<file path="src/rtl/eq_lock_detector.sv">
// -----------------------------------------------------------------------------
// eq_lock_detector
//
// Sequential consumer of a 2-bit equality comparator's aeqb result. Samples
// aeqb on qualified cycles (in_valid=1), declares lock after LOCK_CNT
// consecutive matches, and tolerates up to MISS_MAX consecutive mismatches
// while locked before dropping lock. Also keeps a saturating run-length
// counter and a saturating error counter for status readout.
//
// Parameters:
//   LOCK_CNT  consecutive valid matches required to enter lock (2..2^CNT_W-1)
//   MISS_MAX  consecutive valid mismatches tolerated while locked (0 = none)
//   CNT_W     width of run_len and err_cnt
//
// Ports:
//   clk        in   rising-edge clock
//   reset      in   asynchronous, active-high reset
//   in_valid   in   aeqb is sampled only when high
//   aeqb       in   comparator result, 1 = inputs equal
//   clr_stats  in   synchronous clear of err_cnt (wins over an increment)
//   locked     out  high while in LOCKED or HOLD
//   lock_lost  out  one-cycle pulse on the edge where lock drops
//   run_len    out  consecutive valid matches, saturating
//   err_cnt    out  valid mismatches since reset/clear, saturating
// -----------------------------------------------------------------------------
module eq_lock_detector #(
  parameter int LOCK_CNT = 8,
  parameter int MISS_MAX = 2,
  parameter int CNT_W    = 8
) (
  input  logic             clk,
  input  logic             reset,
  input  logic             in_valid,
  input  logic             aeqb,
  input  logic             clr_stats,
  output logic             locked,
  output logic             lock_lost,
  output logic [CNT_W-1:0] run_len,
  output logic [CNT_W-1:0] err_cnt
);

  // Miss counter is at least 2 bits wide, wider only if MISS_MAX needs it.
  localparam int MISS_W = (MISS_MAX < 4) ? 2 : $clog2(MISS_MAX + 1);

  localparam logic [CNT_W-1:0]  CNT_MAX  = '1;
  localparam logic [CNT_W-1:0]  LOCK_VAL = CNT_W'(LOCK_CNT);
  localparam logic [MISS_W-1:0] MISS_LIM = MISS_W'(MISS_MAX);

  typedef enum logic [1:0] {
    IDLE   = 2'd0,
    ACQ    = 2'd1,
    LOCKED = 2'd2,
    HOLD   = 2'd3
  } state_t;

  state_t             state, state_nxt;
  logic [MISS_W-1:0]  miss, miss_nxt;
  logic [CNT_W-1:0]   run_nxt, err_nxt;
  logic               lost_nxt, locked_nxt;

  // ---------------------------------------------------------------------------
  // State and output registers. locked is registered from the next-state
  // decode so it never glitches on a state-encoding transition.
  // ---------------------------------------------------------------------------
  // NOTE: sequential state uses non-blocking (<=) so every register samples
  // the pre-edge values and the order of statements does not matter.
  always_ff @(posedge clk or posedge reset) begin
    if (reset) begin
      state     <= IDLE;
      miss      <= '0;
      run_len   <= '0;
      err_cnt   <= '0;
      lock_lost <= 1'b0;
      locked    <= 1'b0;
    end else begin
      state     <= state_nxt;
      miss      <= miss_nxt;
      run_len   <= run_nxt;
      err_cnt   <= err_nxt;
      lock_lost <= lost_nxt;
      locked    <= locked_nxt;
    end
  end

  // ---------------------------------------------------------------------------
  // Next-state / next-output logic
  // ---------------------------------------------------------------------------
  always_comb begin
    // NOTE: every signal driven here gets a default first; without it a path
    // that skips an assignment would infer a latch.
    state_nxt = state;
    miss_nxt  = miss;
    run_nxt   = run_len;
    err_nxt   = err_cnt;
    lost_nxt  = 1'b0;

    if (in_valid) begin
      unique case (state)
        IDLE: begin
          if (aeqb) begin
            state_nxt = ACQ;
            run_nxt   = CNT_W'(1);
          end else begin
            run_nxt   = '0;
          end
        end

        ACQ: begin
          if (aeqb) begin
            run_nxt = run_len + 1'b1;
            if (run_nxt == LOCK_VAL) state_nxt = LOCKED;
          end else begin
            state_nxt = IDLE;
            run_nxt   = '0;
          end
        end

        LOCKED: begin
          if (aeqb) begin
            miss_nxt = '0;
            if (run_len != CNT_MAX) run_nxt = run_len + 1'b1;
          end else begin
            run_nxt = '0;
            if (MISS_MAX == 0) begin
              state_nxt = IDLE;
              lost_nxt  = 1'b1;
            end else begin
              state_nxt = HOLD;
              miss_nxt  = MISS_W'(1);
            end
          end
        end

        HOLD: begin
          if (aeqb) begin
            state_nxt = LOCKED;
            run_nxt   = CNT_W'(1);
            miss_nxt  = '0;
          end else begin
            run_nxt = '0;
            if (miss == MISS_LIM) begin
              state_nxt = IDLE;
              lost_nxt  = 1'b1;
              miss_nxt  = '0;
            end else begin
              miss_nxt  = miss + 1'b1;
            end
          end
        end

        default: begin
          state_nxt = IDLE;
          run_nxt   = '0;
          miss_nxt  = '0;
        end
      endcase
    end

    // Error counter: clear has priority over a same-cycle mismatch.
    if (clr_stats) begin
      err_nxt = '0;
    end else if (in_valid && !aeqb && (err_cnt != CNT_MAX)) begin
      err_nxt = err_cnt + 1'b1;
    end

    locked_nxt = (state_nxt == LOCKED) || (state_nxt == HOLD);
  end

endmodule

</file>
<file path="config.mk">
export PLATFORM = sky130hd
export DESIGN_NAME = eq_lock_detector
export DESIGN_NICKNAME = d
export VERILOG_FILES = /design/src/rtl/eq_lock_detector.sv
export SDC_FILE = /design/constraint.sdc
export NUM_CORES = 1
export LEC_CHECK = 0
export BUFFER_PORTS_ARGS = -buffer_cell sky130_fd_sc_hd__buf_4
export CORE_MARGIN = 2
export CORE_UTILIZATION = 30
export CTS_CLUSTER_DIAMETER = 30
export DETAILED_ROUTE_END_ITERATION = 10
export REMOVE_ABC_BUFFERS = 1
export SLEW_MARGIN = 20
export SYNTH_ARGS = -nofsm -noshare
export SYNTH_HDL_FRONTEND = slang
export SYNTH_SLANG_ARGS = --single-unit
</file>
<file path="constraint.sdc">
create_clock -name clk -period 2.5 [get_ports clk]
set_input_delay 0.5 -clock clk [delete_from_list [all_inputs] [get_ports clk]]
set_output_delay 0.5 -clock clk [all_outputs]
set_load 0.05 [all_outputs]
</file>
### Word level (Yosys, flattened, before mapping)

Index checks and enable logic that the tools add are counted.

| storage, ports and cells | value |
|---|---|
| register bits after elaboration | 22 |
| input bits | 5 |
| output and inout port bits | 18 |

| operators by class | value |
|---|---|
| add/sub/neg operators | 3 |
| eq/ne operators | 10 |
| mux-type cells | 23 |
| reductions and logical operators | 10 |

Operators by type and width:

| kind | number |
|---|---|
| $mux W8 | 5 |
| $pmux W8 S3 | 1 |
| $mux W2 | 9 |
| $add A8 B1 Y8 const B | 2 |
| $ne A8 B8 Y1 const B | 2 |
| $eq A2 B2 Y1 const B | 5 |
| $eq A8 B4 Y1 const B | 1 |
| $pmux W2 S4 | 1 |
| $mux W1 | 6 |
| $pmux W2 S2 | 1 |
| $reduce_and A2 Y1 | 2 |
| $reduce_bool A2 Y1 | 2 |
| $ne A3 B3 Y1 const B | 1 |
| $add A2 B1 Y2 const B | 1 |
| $eq A2 B1 Y1 const B | 1 |
| $logic_and A1 B1 Y1 | 2 |
| $logic_not A2 Y1 | 1 |
| $reduce_or A2 Y1 | 1 |
| $logic_not A1 Y1 | 1 |
| $logic_or A1 B1 Y1 | 1 |

### Depth between registers and ports, before layout

| depth | value |
|---|---|
| depth in word-level cells | 8 |
| mapped depth | 7 |

### Least setup slack after synthesis

Ideal clock, no wire load.

| path | value |
|---|---|
| path type | reg2reg |
| start point | register run_len[0] |
| end point | register run_len[4] |
| library setup time | 0.121 ns |
| arrival time | 1.877 ns |
| data required time | 2.379 ns |
| path slack | 0.502 ns |
| cell stages (with the launch flop) | 7 |
| period minus slack after synthesis | 1.998 ns |
| cell sequence | dfrtp_1 -> ha_1 -> and4_1 -> a31o_2 -> buf_2 -> a21o_1 -> a22o_1 |

| on the way | value |
|---|---|
| cells in the longest elaborated chain, start to end | 4 |

Ends and longest elaborated chain:

| item | RTL line | source |
|---|---|---|
| from (decl) | 38 | `output logic [CNT_W-1:0] run_len,` |
| from (signal assigned) | 78 | `run_len <= run_nxt;` |
| $add A8 B1 Y8 | 110, 121 |  |
| $mux W8 | 121 | `if (run_len != CNT_MAX) run_nxt = run_len + 1'b1;` |
| $mux W8 | 119 | `if (aeqb) begin` |
| $pmux W8 S3 | 98 | `unique case (state)` |

Parallel ways exist; a longest one is shown, timed or not. The select of a mux whose other input is x is not followed.
A chain may end at the register's enable or synchronous reset.

### Final worst setup path

| path | value |
|---|---|
| start point | register state[0] |
| end point | register run_len[4] |

| on the way | value |
|---|---|
| cells in the longest elaborated chain, start to end | 3 |

Ends and longest elaborated chain:

| item | RTL line | source |
|---|---|---|
| from (decl) | 56 | `state_t state, state_nxt;` |
| from (signal assigned) | 76 | `state <= state_nxt;` |
| $eq A2 B2 Y1 / $logic_not A2 Y1 (equally long branches) | 98 |  |
| $reduce_or A2 Y1 (no source line) / $ne A3 B3 Y1 (equally long branches) | n/a |  |
| $pmux W8 S3 / $reduce_and A2 Y1 (equally long branches) | n/a |  |

Parallel ways exist; a longest one is shown, timed or not.

==> summary.md <==
| Metric | Value |
|---|---|
| Slew HR | `43.32%` |
| Drt first pass iters | `4` |
| # IOs | `23` |
| Final core utilization | `37.50%` |
| Mapped Area | `0.001328 mm2` |
| Setup violators final | `0` |
| Crit. End Element | `flip-flop` |
| Filler instances | `433` |
| Setup TNS | `0 ns` |
| Psw | `0.2701 mW` |
| Initial Util | `30.91%` |
| Final Skew | `0.008404 ns` |
| Post-Route WL | `3041 um` |
| First-pass GRT wire length | `5361 um` |
| Vias/cell | `5.477` |
| Slew @ Worst Pin | `0.8493 ns` |
| Final HPWL DP | `2208 um` |
| Via count | `1183` |
| Wire length per cell | `14.08 um` |
| Final hold vios | `0` |
| Antenna Nets Post-Route | `0` |
| Ys Warns | `0` |
| Chip Width | `70.52 um` |
| Multi-input logic area | `728.2 um2` |
| CP Launch Type | `flip-flop` |
| Clock root cell | `clkbuf_8` |
| Combinational share of power | `20.7%` |
| Total track usage | `13.08%` |
| Int Power | `0.6575 mW` |
| Hold slack final | `0.4043 ns` |
| Vias in the first global route | `1160` |
| Clock share of power | `36.2%` |
| Power Density | `576.1 mW/mm2` |
| Rows | `24` |
| Leak | `0.7242 nW` |
| Layout overhead on the synthesized area | `21.30%` |
| Final Slew Violations | `0` |
| DRT iter0 DRCs | `86` |
| Clk sinks | `22` |
| Commonest non-fill, non-tap cells in the layout | `buf_4 (23), dfrtp_1 (22), nand2_1 (11)` |
| Dominant synthesized flop cell | `dfrtp_1` |
| FF+latch area | `550.5 um2` |
| Post-CTS resize count | `0` |
| I/O Buffers | `22` |
| Post-synthesis sequential area ratio | `41.47%` |
| Clock-pin slew on the worst setup and hold paths | `0.09 ns` |
| Max-cap violations | `0` |
| Most common cell after layout, fill and taps aside | `buf_4` |
| CTS tree | `built` |
| Worst-Skew Late Latency | `0.26 ns` |
| Antenna violations before repair | `0` |
| Synth unique cells | `42` |
| Mapped Avg Cell Area | `9.349 um2` |
| Critical path type | `reg -> reg` |
| Tot Pwr | `0.9276 mW` |
| Status | `complete, no violations` |
| Synth Register Bits | `22` |
| Placer Congestion | `0.8508` |
| Post-synth EDFFs | `0` |
| Setup repair after global routing missed its margin | `false` |
| CTS H-tree depth | `1` |
| Share of cells above drive strength 1 | `20.73%` |
| CORE AREA | `0.004294 mm2` |
| Worst-path maximum fanout | `9` |
| # DRC | `0` |
| Clock buffer depth | `2` |
| Worst Path Arrival | `2.01 ns` |
| Cells after Synth | `142` |
| Sequential share of power | `43.1%` |
| Tcrit/Tclk final | `73.82%` |
| Die H | `70.52 um` |
| Worst r2r src | `state[0]` |
| Nets | `176` |
| # Post-CTS Setup Buffers | `0` |
| Sw frac | `29.12%` |
| Full die area | `0.004973 mm2` |
| Worst Hold Class | `in -> async` |
| GRT overflow | `0` |
| CTS Hold Bufs | `0` |
| Worst VDD drop | `0.3029 mV` |
| Req. time, crit path | `2.66 ns` |
| FFs w/ async S/R, synth | `100.0%` |
| Total CTS buffers | `3` |
| ANT cells | `0` |
| Minimum clock period | `1.846 ns` |
| Crit path launch | `state[0]` |
| Top achievable clock speed | `541.8 MHz` |
| Pin count of the biggest net entering global routing | `23` |
## cell usage after synthesis, types with 3 or more instances
library cell	n	area [um2]
dfrtp_1	22	550.5
a22o_1	4	35.03
ha_1	6	75.07
mux2i_1	6	60.06
inv_1	6	22.52
o21ai_0	9	45.04
nand3_1	9	45.04
a311oi_1	3	26.28
nand2_1	11	41.29
nor2_1	9	33.78
a211oi_1	3	22.52
o31ai_1	3	22.52
a21oi_1	10	50.05
buf_2	3	15.01
## critical path, stage by stage, from the launching register on
cell	delay, ns
dfrtp_1	0.42
inv_1	0.11
ha_1	0.27
and4_1	0.25
a31o_2	0.32
a21o_1	0.17
a22o_1	0.21
## final timing paths
path	depth (start not counted)	slack, ns	end
max reg2reg	6	0.65	run_len[4]
max in group asynchronous	2	1.56	locked
min	2	0.40	run_len[5]
min in group clk	2	0.45	err_cnt[3]
min reg2reg	1	0.54	miss[1]
max	6	0.65	run_len[4]
## logic make-up (layout without fill, tap and decap cells)
kind of cell | count (synthesis) | after routing | share of synthesized area (%)
adder cells (fa/ha/maj) | 6 | 6 | 5.655
AND/OR/NAND/NOR | 51 | 51 | 21.21
flip-flops | 22 | 22 | 41.47
buffers and inverters | 11 | 33 | 3.675
AO/OA/AOI/OAI | 43 | 43 | 21.49
XOR/XNOR | 3 | 3 | 1.980
multiplexers | 6 | 6 | 4.524
## power groups by stage
stage / sequential, mW / combinational [mW] / clock (mW)
after global placement: 0.405 / 0.186 / 0
after detailed placement: 0.407 / 0.190 / 0
after CTS: 0.400 / 0.191 / 0.349
after global routing: 0.403 / 0.214 / 0.367
after floorplan: 0.434 / 0.107 / 0
final: 0.400 / 0.192 / 0.336
## final cells by class
cell class / instances / area share [%]
multi-input combinational: 109 / 45.22
sequential: 22 / 34.19
timing repair buffer: 23 / 10.72
tap: 52 / 4.040
clock buffer: 3 / 2.564
clock inverter: 1 / 1.865
inverter: 6 / 1.399
## stage by stage
step	cells	instance area [um2]	setup WS [ns]
global route	216	1610	0.5752
floorplan	137	1301	0.5159
CTS	216	1610	0.6596
detailed placement	212	1539	0.6676
finish	216	1610	0.6544
global placement	212	1539	0.7212
## sequential cells by signal, indices dropped and copies added, names as in the netlist
register and flops:
err_cnt 8, lock_lost 1, locked 1, miss 2
run_len 8, state 2
## routing by layer
| metal | GRT usage, % | vias to the layer above | part of all wire [%] |
|---|---|---|---|
| met1 | 17.10 | 571 | 47 |
| li1 | - | 574 | - |
| met5 | 0 | - | 0 |
| met3 | 3.030 | 6 | 4.7 |
| met4 | 4.274 | 0 | 1.2 |
| met2 | 21.38 | 32 | 47 |
Note: power is estimated with default switching activity, not from simulation.
